## src/rtl/message_scheduler.sv

```systemverilog
// message_scheduler: SHA-256 message schedule generator, W[0..ROUNDS-1].
// Passes W0..W15 from the padder, then expands the rest from a 16-word window.
//
// Ports:
//   clock, reset (async, active-low)
//   start              begin a block (honoured in IDLE only)
//   in_word/in_valid/in_ready     message words from the padder
//   out_word/out_index/out_valid/out_ready  schedule words to the round engine
//   busy               high while loading or expanding
//   done               one-cycle pulse after the last word is consumed
//   abort              only when SCHED_ABORT_EN is defined: return to IDLE
//
// Optional feature macro: SCHED_ABORT_EN (adds the abort input).
module message_scheduler #(
    parameter int ROUNDS = 64
) (
    input  logic        clock,
    input  logic        reset,
`ifdef SCHED_ABORT_EN
    input  logic        abort,
`endif
    input  logic        start,
    input  logic [31:0] in_word,
    input  logic        in_valid,
    output logic        in_ready,
    output logic [31:0] out_word,
    output logic [5:0]  out_index,
    output logic        out_valid,
    input  logic        out_ready,
    output logic        busy,
    output logic        done
);

    typedef enum logic [1:0] {
        IDLE,
        LOAD,
        EXPAND,
        DONE
    } state_t;

    localparam logic [6:0] LAST = 7'(ROUNDS);

    state_t      state;
    logic [6:0]  t;
    logic [31:0] w [16];
    logic [31:0] w_new;
    logic        free;
    logic        abort_i;
    logic        accept;

`ifdef SCHED_ABORT_EN
    assign abort_i = abort;
`else
    assign abort_i = 1'b0;
`endif

    function automatic logic [31:0] sig0(input logic [31:0] x);
        return {x[6:0], x[31:7]} ^ {x[17:0], x[31:18]} ^ (x >> 3);
    endfunction

    function automatic logic [31:0] sig1(input logic [31:0] x);
        return {x[16:0], x[31:17]} ^ {x[18:0], x[31:19]} ^ (x >> 10);
    endfunction

    // Window w[0] is the oldest word (W[t-16]), w[15] the newest (W[t-1]).
    assign w_new = sig1(w[14]) + w[9] + sig0(w[1]) + w[0];

    // The output register can take a new word when empty or being drained.
    assign free     = !out_valid || out_ready;
    assign in_ready = (state == LOAD) && free && !abort_i;
    assign accept   = in_valid && in_ready;
    assign busy     = (state == LOAD) || (state == EXPAND);
    assign done     = (state == DONE);

    always_ff @(posedge clock or negedge reset) begin
        if (!reset) begin
            state     <= IDLE;
            t         <= '0;
            out_word  <= '0;
            out_index <= '0;
            out_valid <= 1'b0;
            for (int i = 0; i < 16; i++) begin
                w[i] <= '0;
            end
        end else if (abort_i) begin
            state     <= IDLE;
            t         <= '0;
            out_valid <= 1'b0;
        end else begin
            unique case (state)
                IDLE: begin
                    if (start) begin
                        state <= LOAD;
                        t     <= '0;
                    end
                end
                LOAD: begin
                    if (accept) begin
                        for (int i = 0; i < 15; i++) begin
                            w[i] <= w[i+1];
                        end
                        w[15]     <= in_word;
                        out_word  <= in_word;
                        out_index <= t[5:0];
                        out_valid <= 1'b1;
                        t         <= t + 7'd1;
                        if (t == 7'd15) begin
                            state <= EXPAND;
                        end
                    end else if (out_ready) begin
                        out_valid <= 1'b0;
                    end
                end
                EXPAND: begin
                    if (t < LAST) begin
                        if (free) begin
                            for (int i = 0; i < 15; i++) begin
                                w[i] <= w[i+1];
                            end
                            w[15]     <= w_new;
                            out_word  <= w_new;
                            out_index <= t[5:0];
                            out_valid <= 1'b1;
                            t         <= t + 7'd1;
                        end
                    end else if (out_ready) begin
                        // Last word is being consumed this cycle.
                        out_valid <= 1'b0;
                        state     <= DONE;
                    end
                end
                DONE: begin
                    state <= IDLE;
                end
            endcase
        end
    end

endmodule

```

## config.mk

```make
export PLATFORM = sky130hd
export DESIGN_NAME = message_scheduler
export DESIGN_NICKNAME = d
export VERILOG_FILES = /design/src/rtl/message_scheduler.sv
export SDC_FILE = /design/constraint.sdc
export NUM_CORES = 1
export LEC_CHECK = 0
export CAP_MARGIN = 20
export CORE_AREA = 5 5 241 243
export CTS_CLUSTER_DIAMETER = 150
export DETAILED_ROUTE_END_ITERATION = 8
export DIE_AREA = 0 0 246 248
export PLACE_DENSITY = 0.72
export SETUP_SLACK_MARGIN = 0.02
export SYNTH_ARGS = -nofsm -noshare
export SYNTH_HDL_FRONTEND = slang
export SYNTH_SLANG_ARGS = --single-unit
export TNS_END_PERCENT = 50
```

## constraint.sdc

```tcl
create_clock -name clock -period 9.8 [get_ports clock]
set_input_delay 2.45 -clock clock [delete_from_list [all_inputs] [get_ports clock]]
set_output_delay 2.45 -clock clock [all_outputs]
set_load 0.05 [all_outputs]
```

After elaboration in Yosys (flattened, before gate mapping)
Cells that the tools add are included.

Register bits: 560. Input port bits: 37. Output and inout bits: 42.

Add/subtract/negate cells: 4. Magnitude comparators: 1. Equality and inequality tests: 12. Mux-type cells: 28. Bitwise gates (word level): 4. Reductions and logical operators: 12.

Operator list (number): 2-to-1 mux 512 bit (3); one-hot mux 512 bit (2 select lines) (1); adder 32 bit (3); 2-to-1 mux 32 bit (3); one-hot mux 32 bit (2 select lines) (1); XOR 32 bit (2); XOR 32 x 22 -> 32 bit (1); XOR 32 x 29 -> 32 bit (1); 2-to-1 mux 7 bit (4); one-hot mux 7 bit (3 select lines) (1); 2-to-1 mux 6 bit (3); one-hot mux 6 bit (2 select lines) (1); 2-to-1 mux 2 bit (5); inequality test 2 bit (second input constant) (5); AND reduction 5 bit (2); one-hot mux 2 bit (4 select lines) (1); adder 7 x 1 -> 7 bit (second input constant) (1); == test 7 x 4 -> 1 bit (second input constant) (1); less-than comparator 7 bit (second input constant) (1); == test 2 bit (second input constant) (2); 2-to-1 mux 1 bit (4); inequality test 2 x 1 -> 1 bit (second input constant) (2); AND reduction 4 bit (1); inequality test 3 bit (second input constant) (1); 9 further kinds (11).

Depth between registers and ports, before layout
Gate-level depths: netlist of the first run.

Depth after elaboration: 8. Gate-level depth with buffers: 18.

Least setup slack after synthesis of the first run
OpenSTA, ideal clock, no wires.

Kind: in2out. Start point: input port out_ready. End point: output port in_ready. Data arrival time: 3.073 ns. Setup slack: 4.277 ns. Cell stages on the path: 2. Path buffers: 0. Path through: nand2b_1 -> and2_1.

Cells in the longest elaborated chain, start to end: 2.

RTL lines: from (decl) (line 29) `input logic out_ready,`; logical OR 1 bit (line 69) `assign free = !out_valid || out_ready;`; logical AND 1 bit (line 70) `assign in_ready = (state == LOAD) && free && !abort_i;`; to (decl) (line 25) `output logic in_ready,`.

Every way passes these cells.

Worst setup path in the final report of the first run
Ends and elaborated chain as after synthesis.

==> out/qor.csv, run 1 <==
stage,metric,value,unit
outcome,status,"finished, final reports clean",
logic_synthesis,syn_nets,2914,
sta,tightest_slew,1180,ps
final_layout,diodes,0,
floorplanning,start_util,0.443,
logic_synthesis,syn_inst,2779,
logic_synthesis,ys_seq_elements,528,
clocking,tritoncts,yes,
worst_setup_path,cp.required,7350,ps
hold_path,min_to,w[351],
grt,antenna_found_initial,1,
routing,post_drt_via_cell_ratio,4.94,
logic_synthesis,yosysUniqueCellTypes,66,
placed_design,portBuffers,78,
worst_setup_path,cp_max_fo,5,
clocking,cts_root_buffer,clkbuf_16,
routing,vias,17400,
routing,drt_iter0_drc,1664,
worst_setup_path,reg2reg_slack,5170,ps
worst_setup_path,r2r_start,w[32],
logic_synthesis,syn_area,24700,µm²
clocking,cts_buffers,54,
logic_synthesis,yosys_most_used_dff,dfrtp_1,
floorplanning,die_h,248,µm
logic_synthesis,muxShareOfSynthArea,0.00917,
logic_synthesis,avgSynthCellArea,8.89,µm²
worst_setup_path,startpoint,out_ready,
sta,max-slew-margin-rel,0.216,
logic_synthesis,synthXorXnorAreaFrac,0.0507,
clocking,cts_setup_buffers,0,
logic_synthesis,async_flop_share,1.00,
clocking,post_cts_resized,0,
sta,tns,0,ps
logic_synthesis,synth-simple-area-share,0.221,
clocking,clk_pin_slew,60,ps
routing,firstDrtPassIters,5,
sta,grt_setup_unrepaired,no,
grt,grt.total_usage,0.188,
worst_setup_path,worst-path-buf-inv,2,
floorplanning,dieArea,61000,µm²
floorplanning,fp-row-count,87,
grt,grt_first_pass_wirelength,92300,µm
worst_setup_path,cp_slowest_cell,clkdlybuf4s50_1,
floorplanning,num_io_pins,79,
logic_synthesis,synth_top_family_by_area,simple AND/OR/NAND/NOR gates,
worst_setup_path,path_class,input port to output pin,
worst_setup_path,reg2reg_to,w[28],
final_layout,fill_cells,5285,
final_layout,fin_area,27500,µm²
placed_design,gp_congestion,0.915,
sta,hold_viol,0,
sta,fmax,0.149,GHz
sta,final.min_clock_period,6720,ps
logic_synthesis,synth-compound-area-share,0.0599,
final_layout,drive_gt1_frac,0.0399,
logic_synthesis,synth-adder-area-share,0.0685,
logic_synthesis,seq_area_frac_synth,0.535,
hold_path,hold_path_class,flop to flop,
placed_design,dp_hpwl,38000,µm
clocking,htreeDepth,2,
hold_path,min_from,w[319],
worst_setup_path,slowest_delay,820,ps
final_layout,area_growth,11.2,%
sta,finalSetupViolCount,0,
logic_synthesis,yosys_warnings,0,
floorplanning,core_area,55700,µm²
routing,drt-total-wl,56300,µm
sta,finalClockSkew,22.6,ps
grt,grt_pass1_vias,17000,
worst_setup_path,cp_cell_sequence,clkdlybuf4s50_1 -> nand2b_1 -> and2_1 -> clkdlybuf4s50_1,
worst_setup_path,worstSetupStartpointType,input port,
routing,drc,0,
worst_setup_path,crit_arrival,4270,ps
floorplanning,die_w,246,µm
clocking,clock_path_buffers,3,
clocking,clk_latency,600,ps
sta,slew_viol_final,0,
job,cap_violations,0,
final_layout,final_common_cell,nand2_1,
grt,grt_max_degree,258,
logic_synthesis,synth_edf_count,0,
routing,wire_per_inst,16.0,µm
sta,fin_crit_sh,0.685,
worst_setup_path,end_kind,output pin,
placed_design,dpl_cell_area,25700,µm²
clocking,clkSinkCount,528,
grt,grt-ovfl-total,0,
routing,ant_nets,0,
worst_setup_path,reg2reg_depth,14,
final_layout,nets,2861,
worst_setup_path,path_common_cell,clkdlybuf4s50_1,
hold_path,hold_depth,2,
worst_setup_path,worst_path_dominant_cell_family,buffers and inverters,
clocking,cts_hold_buf,0,
final_layout,layout_common_cells,"1332 x nand2_1, 528 x dfrtp_1, 133 x inv_1, 132 x o21ai_0, 90 x xnor2_1",
through the flow:
| step | util | hold slack (ps) | instances | setup slack [ps] |
|---|---|---|---|---|
| finish | 0.493 | 461 | 3516 | 3080 |
| global route | 0.493 | 476 | 3516 | 3030 |
| CTS | 0.492 | 460 | 3514 | 3090 |
| detailed placement | 0.462 | 450 | 3424 | 3090 |
| global placement | 0.462 | 446 | 3424 | 3140 |
| floorplan | - | 439 | 2779 | 4280 |
Yosys cell counts, drive strengths merged, types with 6 or more instances:
cell / count / share of area
nand2: 1332 / 0.20
ha: 36 / 0.018
a21oi: 43 / 0.0089
nor2: 20 / 0.0031
buf: 47 / 0.013
mux2i: 20 / 0.0081
o21ai: 134 / 0.027
fa: 62 / 0.050
xor2: 53 / 0.019
a21o: 17 / 0.0052
nor2b: 6 / 0.0018
inv: 133 / 0.020
nor3b: 14 / 0.0043
nand3: 9 / 0.0018
xnor2: 90 / 0.032
dfrtp: 528 / 0.53
clkbuf: 154 / 0.023
a31oi: 7 / 0.0020
registers in the layout, indices dropped and copies added, names as in the netlist:
| signal | flops |
|---|---|
| w | 512 |
| t | 7 |
| out_index | 6 |
| out_valid | 1 |
| state | 2 |
layer usage:
| metal | up-vias | track usage | routed length [µm] |
|---|---|---|---|
| li1 | 8411 | - | - |
| met1 | 8479 | 0.276 | 26300 |
| met2 | 407 | 0.293 | 25800 |
| met3 | 86 | 0.0363 | 3120 |
| met4 | 0 | 0.0392 | 1050 |
| met5 | - | 0 | 0 |
kinds of logic after synthesis:
kind of cell | count (synthesis)
mux | 22
flops | 528
buf+inv | 334
xor+xnor | 143
compound gates | 245
fa+ha+maj | 98
simple gates | 1409
tightest hold or removal path: cells and delay by family (launching register included):
kind | cells | cell delay, ps
flops | 1 | 340
simple gates | 2 | 100
worst max path at each step:
stage | endpoint | slack [ps] | cells after the start
after floorplan | in_ready | 4280 | 2
after global placement | in_ready | 3140 | 4
after detailed placement | in_ready | 3090 | 4
after CTS | in_ready | 3090 | 4
after global routing | in_ready | 3030 | 4
final | in_ready | 3080 | 4
area by class of cell:
cell class,instances,area (µm²),area share
Clock buffer,78,1540,0.0561
Inverter,133,499,0.0182
Sequential cell,528,13200,0.481
Multi-Input combinational cell,1917,10100,0.369
Clock inverter,12,169,0.00615
Tap cell,756,946,0.0344
Timing Repair Buffer,92,971,0.0353
Power of run 1 is not shown: default switching activity piles up to over one toggle a cycle in this logic, so the estimate is an artifact.
==> inputs of run 2 (changes only) <==
--- a/config.mk
+++ b/config.mk
@@ -10,7 +10,7 @@
 export CTS_CLUSTER_DIAMETER = 150
 export DETAILED_ROUTE_END_ITERATION = 8
 export DIE_AREA = 0 0 246 248
-export PLACE_DENSITY = 0.72
+export PLACE_DENSITY = 0.74
 export SETUP_SLACK_MARGIN = 0.02
 export SYNTH_ARGS = -nofsm -noshare
 export SYNTH_HDL_FRONTEND = slang
==> constraint.sdc (replaced) <==
create_clock -name clock -period 5.8 [get_ports clock]
set_input_delay 1.45 -clock clock [delete_from_list [all_inputs] [get_ports clock]]
set_output_delay 1.45 -clock clock [all_outputs]
set_load 0.05 [all_outputs]
==> out/qor.csv, run 2 (synthesis results as in run 1) <==
stage,metric,value,unit,change
floorplanning,num_io_pins,79,,unchanged
grt,top_usage_layer,met2,,
routing,post_drt_via_cell_ratio,4.92,,-0.54%
sta,hold_ws,460,ps,-1.04 ps
worst_setup_path,slowest_delay,820,ps,about the same
grt,use_met1,0.277,,+0.000795
final_layout,largest_reg_flops,512,,unchanged
final_layout,drive_gt1_frac,0.0466,,+0.00670
sta,finalClockSkew,36.1,ps,+13.5 ps
final_layout,reg_top3,"w (512), t (7), out_index (6)",,
worst_setup_path,worst_path_dominant_cell_family,buffers and inverters,,
sta,hold_viol,0,,unchanged
sta,fin_crit_sh,0.808,,
hold_path,hold_path_class,flop to flop,,
clocking,htreeDepth,2,,unchanged
final_layout,diodes,0,,unchanged
clocking,clk_latency,610,ps,about the same
floorplanning,core_area,55700,µm²,unchanged
job,cap_violations,0,,unchanged
routing,drc,0,,unchanged
grt,grt-ovfl-total,0,,unchanged
clocking,cts_root_buffer,clkbuf_16,,
placed_design,gp_congestion,0.956,,+4.6%
grt,grtUsageMet2,0.279,,-0.0143
clocking,cts_buffers,53,,-1.9%
sta,tightest_slew,1090,ps,-82.9 ps
clocking,cts_setup_buffers,0,,unchanged
sta,slew_viol_final,0,,unchanged
final_layout,top_register,w,,
final_layout,final_common_cell,nand2_1,,
floorplanning,die_h,248,µm,unchanged
floorplanning,fp-row-count,87,,unchanged
clocking,clock_path_buffers,3,,unchanged
placed_design,dp_hpwl,37700,µm,-0.94%
worst_setup_path,path_common_cell,clkdlybuf4s50_1,,
grt,grt.total_usage,0.187,,-0.000618
routing,firstDrtPassIters,5,,unchanged
routing,ant_nets,0,,unchanged
final_layout,fill_cells,5178,,-2.0%
clocking,tritoncts,yes,,
grt,grt_first_pass_wirelength,92300,µm,about the same
worst_setup_path,end_kind,output pin,,
grt,antenna_found_initial,0,,-1
final_layout,area_growth,12.1,%,
sta,finalSetupViolCount,0,,unchanged
floorplanning,die_w,246,µm,unchanged
clocking,clk_pin_slew,60,ps,about the same
worst_setup_path,cp.required,4350,ps,-3000 ps
worst_setup_path,cp_cell_sequence,clkdlybuf4s50_1 -> nand2b_1 -> and2_1 -> clkdlybuf4s50_1,,
routing,wire_per_inst,15.8,µm,-1.1%
grt,grt_pass1_vias,17000,,-0.42%
sta,grt_setup_unrepaired,no,,
sta,fmax,0.213,GHz,
worst_setup_path,worst-path-buf-inv,2,,unchanged
worst_setup_path,cp_max_fo,5,,unchanged
sta,max-slew-margin-rel,0.272,,+0.0553
routing,drt_iter0_drc,1604,,-3.6%
clocking,post_cts_resized,0,,unchanged
worst_setup_path,path_class,input port to output pin,,
sta,tns,0,ps,unchanged
grt,grt_max_degree,216,,-16%
placed_design,portBuffers,78,,unchanged
floorplanning,dieArea,61000,µm²,unchanged
final_layout,layout_common_cells,"1332 x nand2_1, 528 x dfrtp_1, 133 x inv_1, 132 x o21ai_0, 90 x xnor2_1",,
outcome,status,"finished, final reports clean",,
clocking,clkSinkCount,528,,unchanged
worst_setup_path,worstSetupStartpointType,input port,,
routing,drt-total-wl,55900,µm,-0.80%
sta,final.min_clock_period,4680,ps,
worst_setup_path,cp_slowest_cell,clkdlybuf4s50_1,,
final_layout,nets,2864,,+0.10%
routing,vias,17300,,-0.23%
grt,grtUsageMet3,0.0375,,+0.00118
floorplanning,start_util,0.443,,unchanged
clocking,cts_hold_buf,0,,unchanged
worst_setup_path,crit_arrival,3230,ps,-1040 ps
==> run 2: cell types whose count changed in the layout (fill, tap and decap cells not counted), moves of 3 or more <==
cell | before | now
bufinv_16 | 3 | 8
clkinvlp_4 | 0 | 4
clkinv_4 | 1 | 4
buf_12 | 5 | 9
clkbuf_1 | 14 | 6
clkbuf_8 | 10 | 7
clkinv_2 | 5 | 11
==> run 2: cell type report <==
| cell class | count | area (µm²) | share of cell area |
|---|---|---|---|
| clock buffer | 66 | 1450 | 0.0522 |
| inverter | 133 | 499 | 0.0180 |
| clock inverter | 31 | 424 | 0.0153 |
| timing repair buffer | 96 | 1030 | 0.0372 |
| sequential | 528 | 13200 | 0.477 |
| multi-input combinational | 1917 | 10100 | 0.366 |
| tap | 756 | 946 | 0.0342 |
==> run 2: path summary, 6_finish.rpt <==
check                           from        to  slack, ps  cells past startpoint
max                        out_ready  in_ready       1120                      4
min                           w[125]    w[157]        460                      2
max reg2reg                    w[50]     w[25]       1390                     16
min reg2reg                   w[125]    w[157]        460                      2
max in group asynchronous      reset    w[256]       3790                      2
min in group asynchronous      reset    w[299]        880                      1
==> run 2: metrics by stage <==
| stage | setup WS (ps) | utilization | std cells | instance area (µm²) |
|---|---|---|---|---|
| 6_report | 1120 | 0.497 | 3527 | 27700 |
| 5_1_grt | 1050 | 0.497 | 3527 | 27700 |
| 3_3_place_gp | 1160 | 0.463 | 3429 | 25800 |
| 3_5_place_dp | 1120 | 0.463 | 3430 | 25800 |
| 4_1_cts | 1110 | 0.497 | 3527 | 27700 |
| 2_1_floorplan | 1770 | - | 2779 | 24700 |
==> run 2: per-layer routing <==
layer | part of all wire | vias up | wire length, µm
met4 | 0.036 | 0 | 2010
li1 | - | 8428 | -
met2 | 0.44 | 447 | 24800
met5 | 0 | - | 0
met1 | 0.46 | 8345 | 26000
met3 | 0.057 | 123 | 3160
==> run 2: worst min-delay path, cell delays in order, from the launching register on <==
cell     delay (ps)
dfrtp_1         340
nand2_1          50
nand2_1          40
Power of run 2 is left out for the same reason.
==> inputs of run 3 (changes only) <==
==> constraint.sdc (replaced) <==
create_clock -name clock -period 3.94 [get_ports clock]
set_input_delay 0.985 -clock clock [delete_from_list [all_inputs] [get_ports clock]]
set_output_delay 0.985 -clock clock [all_outputs]
set_load 0.05 [all_outputs]
==> out/qor.csv, run 3 (synthesis results as in run 1) <==
stage,metric,value,unit,change
floorplanning,dieArea,61000,µm²,unchanged
final_layout,nets,2977,,+3.9%
final_layout,layout_common_cells,"1332 x nand2_1, 522 x dfrtp_1, 131 x inv_1, 129 x o21ai_0, 114 x buf_4",,
placed_design,portBuffers,78,,unchanged
clocking,cts_root_buffer,clkbuf_16,,
clocking,clkSinkCount,528,,unchanged
final_layout,area_growth,17.3,%,
final_layout,reg_top3,"w (512), t (7), out_index (6)",,
hold_path,hold_path_class,input port to async pin,,
sta,tightest_slew,733,ps,-359 ps
final_layout,final_common_cell,nand2_1,,
clocking,cts_hold_buf,0,,unchanged
clocking,clk_latency,620,ps,about the same
worst_setup_path,end_kind,flop,,
grt,grt.total_usage,0.202,,+0.0150
sta,worst_slack,-138,ps,-1250 ps
routing,vias,18000,,+4.0%
floorplanning,die_w,246,µm,unchanged
sta,final.min_clock_period,4080,ps,
sta,grt_setup_unrepaired,yes,,
sta,fin_crit_sh,1.04,,
worst_setup_path,r2r_start,w[50],,
sta,slew_viol_final,0,,unchanged
routing,drc,0,,unchanged
job,cap_violations,0,,unchanged
grt,grt-ovfl-total,0,,unchanged
routing,wire_per_inst,16.8,µm,+6.0%
sta,fmax,0.245,GHz,
placed_design,gp_congestion,0.960,,+0.33%
clocking,tritoncts,yes,,
sta,tns,-600,ps,-600 ps
worst_setup_path,crit_arrival,4610,ps,+1380 ps
routing,post_drt_via_cell_ratio,4.95,,+0.75%
outcome,status,finished with violations,,
final_layout,seqCellArea,13200,µm²,about the same
routing,drt_iter0_drc,1587,,-1.1%
sta,finalClockSkew,29.4,ps,-6.79 ps
grt,grt_pass1_vias,17700,,+4.6%
clocking,clk_pin_slew,60,ps,about the same
worst_setup_path,reg2reg_depth,16,,unchanged
placed_design,dp_hpwl,42000,µm,+12%
clocking,cts_buffers,54,,+1.9%
worst_setup_path,reg2reg_slack,-140,ps,-1530 ps
worst_setup_path,worstSetupStartpointType,flop,,
floorplanning,core_area,55700,µm²,unchanged
routing,ant_nets,0,,unchanged
final_layout,fill_cells,5069,,-2.1%
routing,firstDrtPassIters,6,,+1
floorplanning,fp-row-count,87,,unchanged
worst_setup_path,cp.required,4470,ps,+120 ps
sta,max-slew-margin-rel,0.511,,+0.239
worst_setup_path,path_class,flop to flop,,
floorplanning,die_h,248,µm,unchanged
grt,grt_first_pass_wirelength,98500,µm,+6.8%
final_layout,diodes,0,,unchanged
grt,antenna_found_initial,0,,unchanged
final_layout,multi_input_area,10400,µm²,+2.2%
clocking,clock_path_buffers,3,,unchanged
grt,grt_max_degree,116,,-46%
worst_setup_path,reg2reg_to,w[25],,
final_layout,largest_reg_flops,512,,unchanged
clocking,htreeDepth,2,,unchanged
sta,hold_viol,0,,unchanged
routing,drt-total-wl,61200,µm,+9.4%
outcome,violations,negative setup slack,,
worst_setup_path,cp_max_fo,2,,-3
sta,finalSetupViolCount,11,,+11
final_layout,drive_gt1_frac,0.0967,,+0.0502
floorplanning,start_util,0.443,,unchanged
floorplanning,num_io_pins,79,,unchanged
final_layout,top_register,w,,
-- run 3: routing by layer --
layer	GRT usage	part of all wire
met5	0	0
met4	0.0671	0.036
met3	0.0428	0.061
met2	0.311	0.46
met1	0.289	0.45
-- run 3: timing repair --
action / CTS / global route
setup buffers: 7 / 1
endpoints found under the setup margin: 19 / 20
pin swaps: 22 / 16
gates resized for setup: 26 / 17
cloned: 0 / 0
-- run 3: how the worst max path moves through the flow --
stage	start	to	slack, ps	depth (start not counted)
6_report	w[50]	w[25]	-140	16
5_1_grt	w[50]	w[25]	-250	16
4_1_cts	w[52]	w[25]	-110	16
3_5_place_dp	w[52]	w[25]	-150	16
3_3_place_gp	w[52]	w[25]	-80	16
2_1_floorplan	w[50]	w[25]	30	17
-- run 3: stage by stage --
stage	instance area (µm²)	setup slack [ps]	std cells	hold slack (ps)	util
4_1_cts	28900	-113	3638	388	0.519
3_5_place_dp	26700	-146	3533	448	0.479
2_1_floorplan	24700	35.0	2779	439	-
6_report	29000	-138	3640	376	0.520
3_3_place_gp	26700	-78.5	3533	442	0.479
5_1_grt	29000	-254	3640	418	0.520
-- run 3: layout make-up --
type	instances	area share
Sequential cell	528	0.456
Tap cell	756	0.0326
Inverter	133	0.0172
Multi-Input combinational cell	1917	0.357
Clock inverter	23	0.0146
Timing Repair Buffer	208	0.0675
Clock buffer	75	0.0546
-- run 3: critical path, stage by stage, from the launching register on --
cell and delay (ps):
dfrtp_1 400, xor2_1 180, xnor2_1 280, fa_1 480
fa_1 490, inv_1 80, ha_2 180, inv_2 40
fa_2 400, nor2b_4 160, o2111ai_4 160, a31oi_4 190
a311o_2 210, and4_4 220, o211ai_2 80, mux2_4 310
o221ai_2 120
Power of run 3 is left out for the same reason.
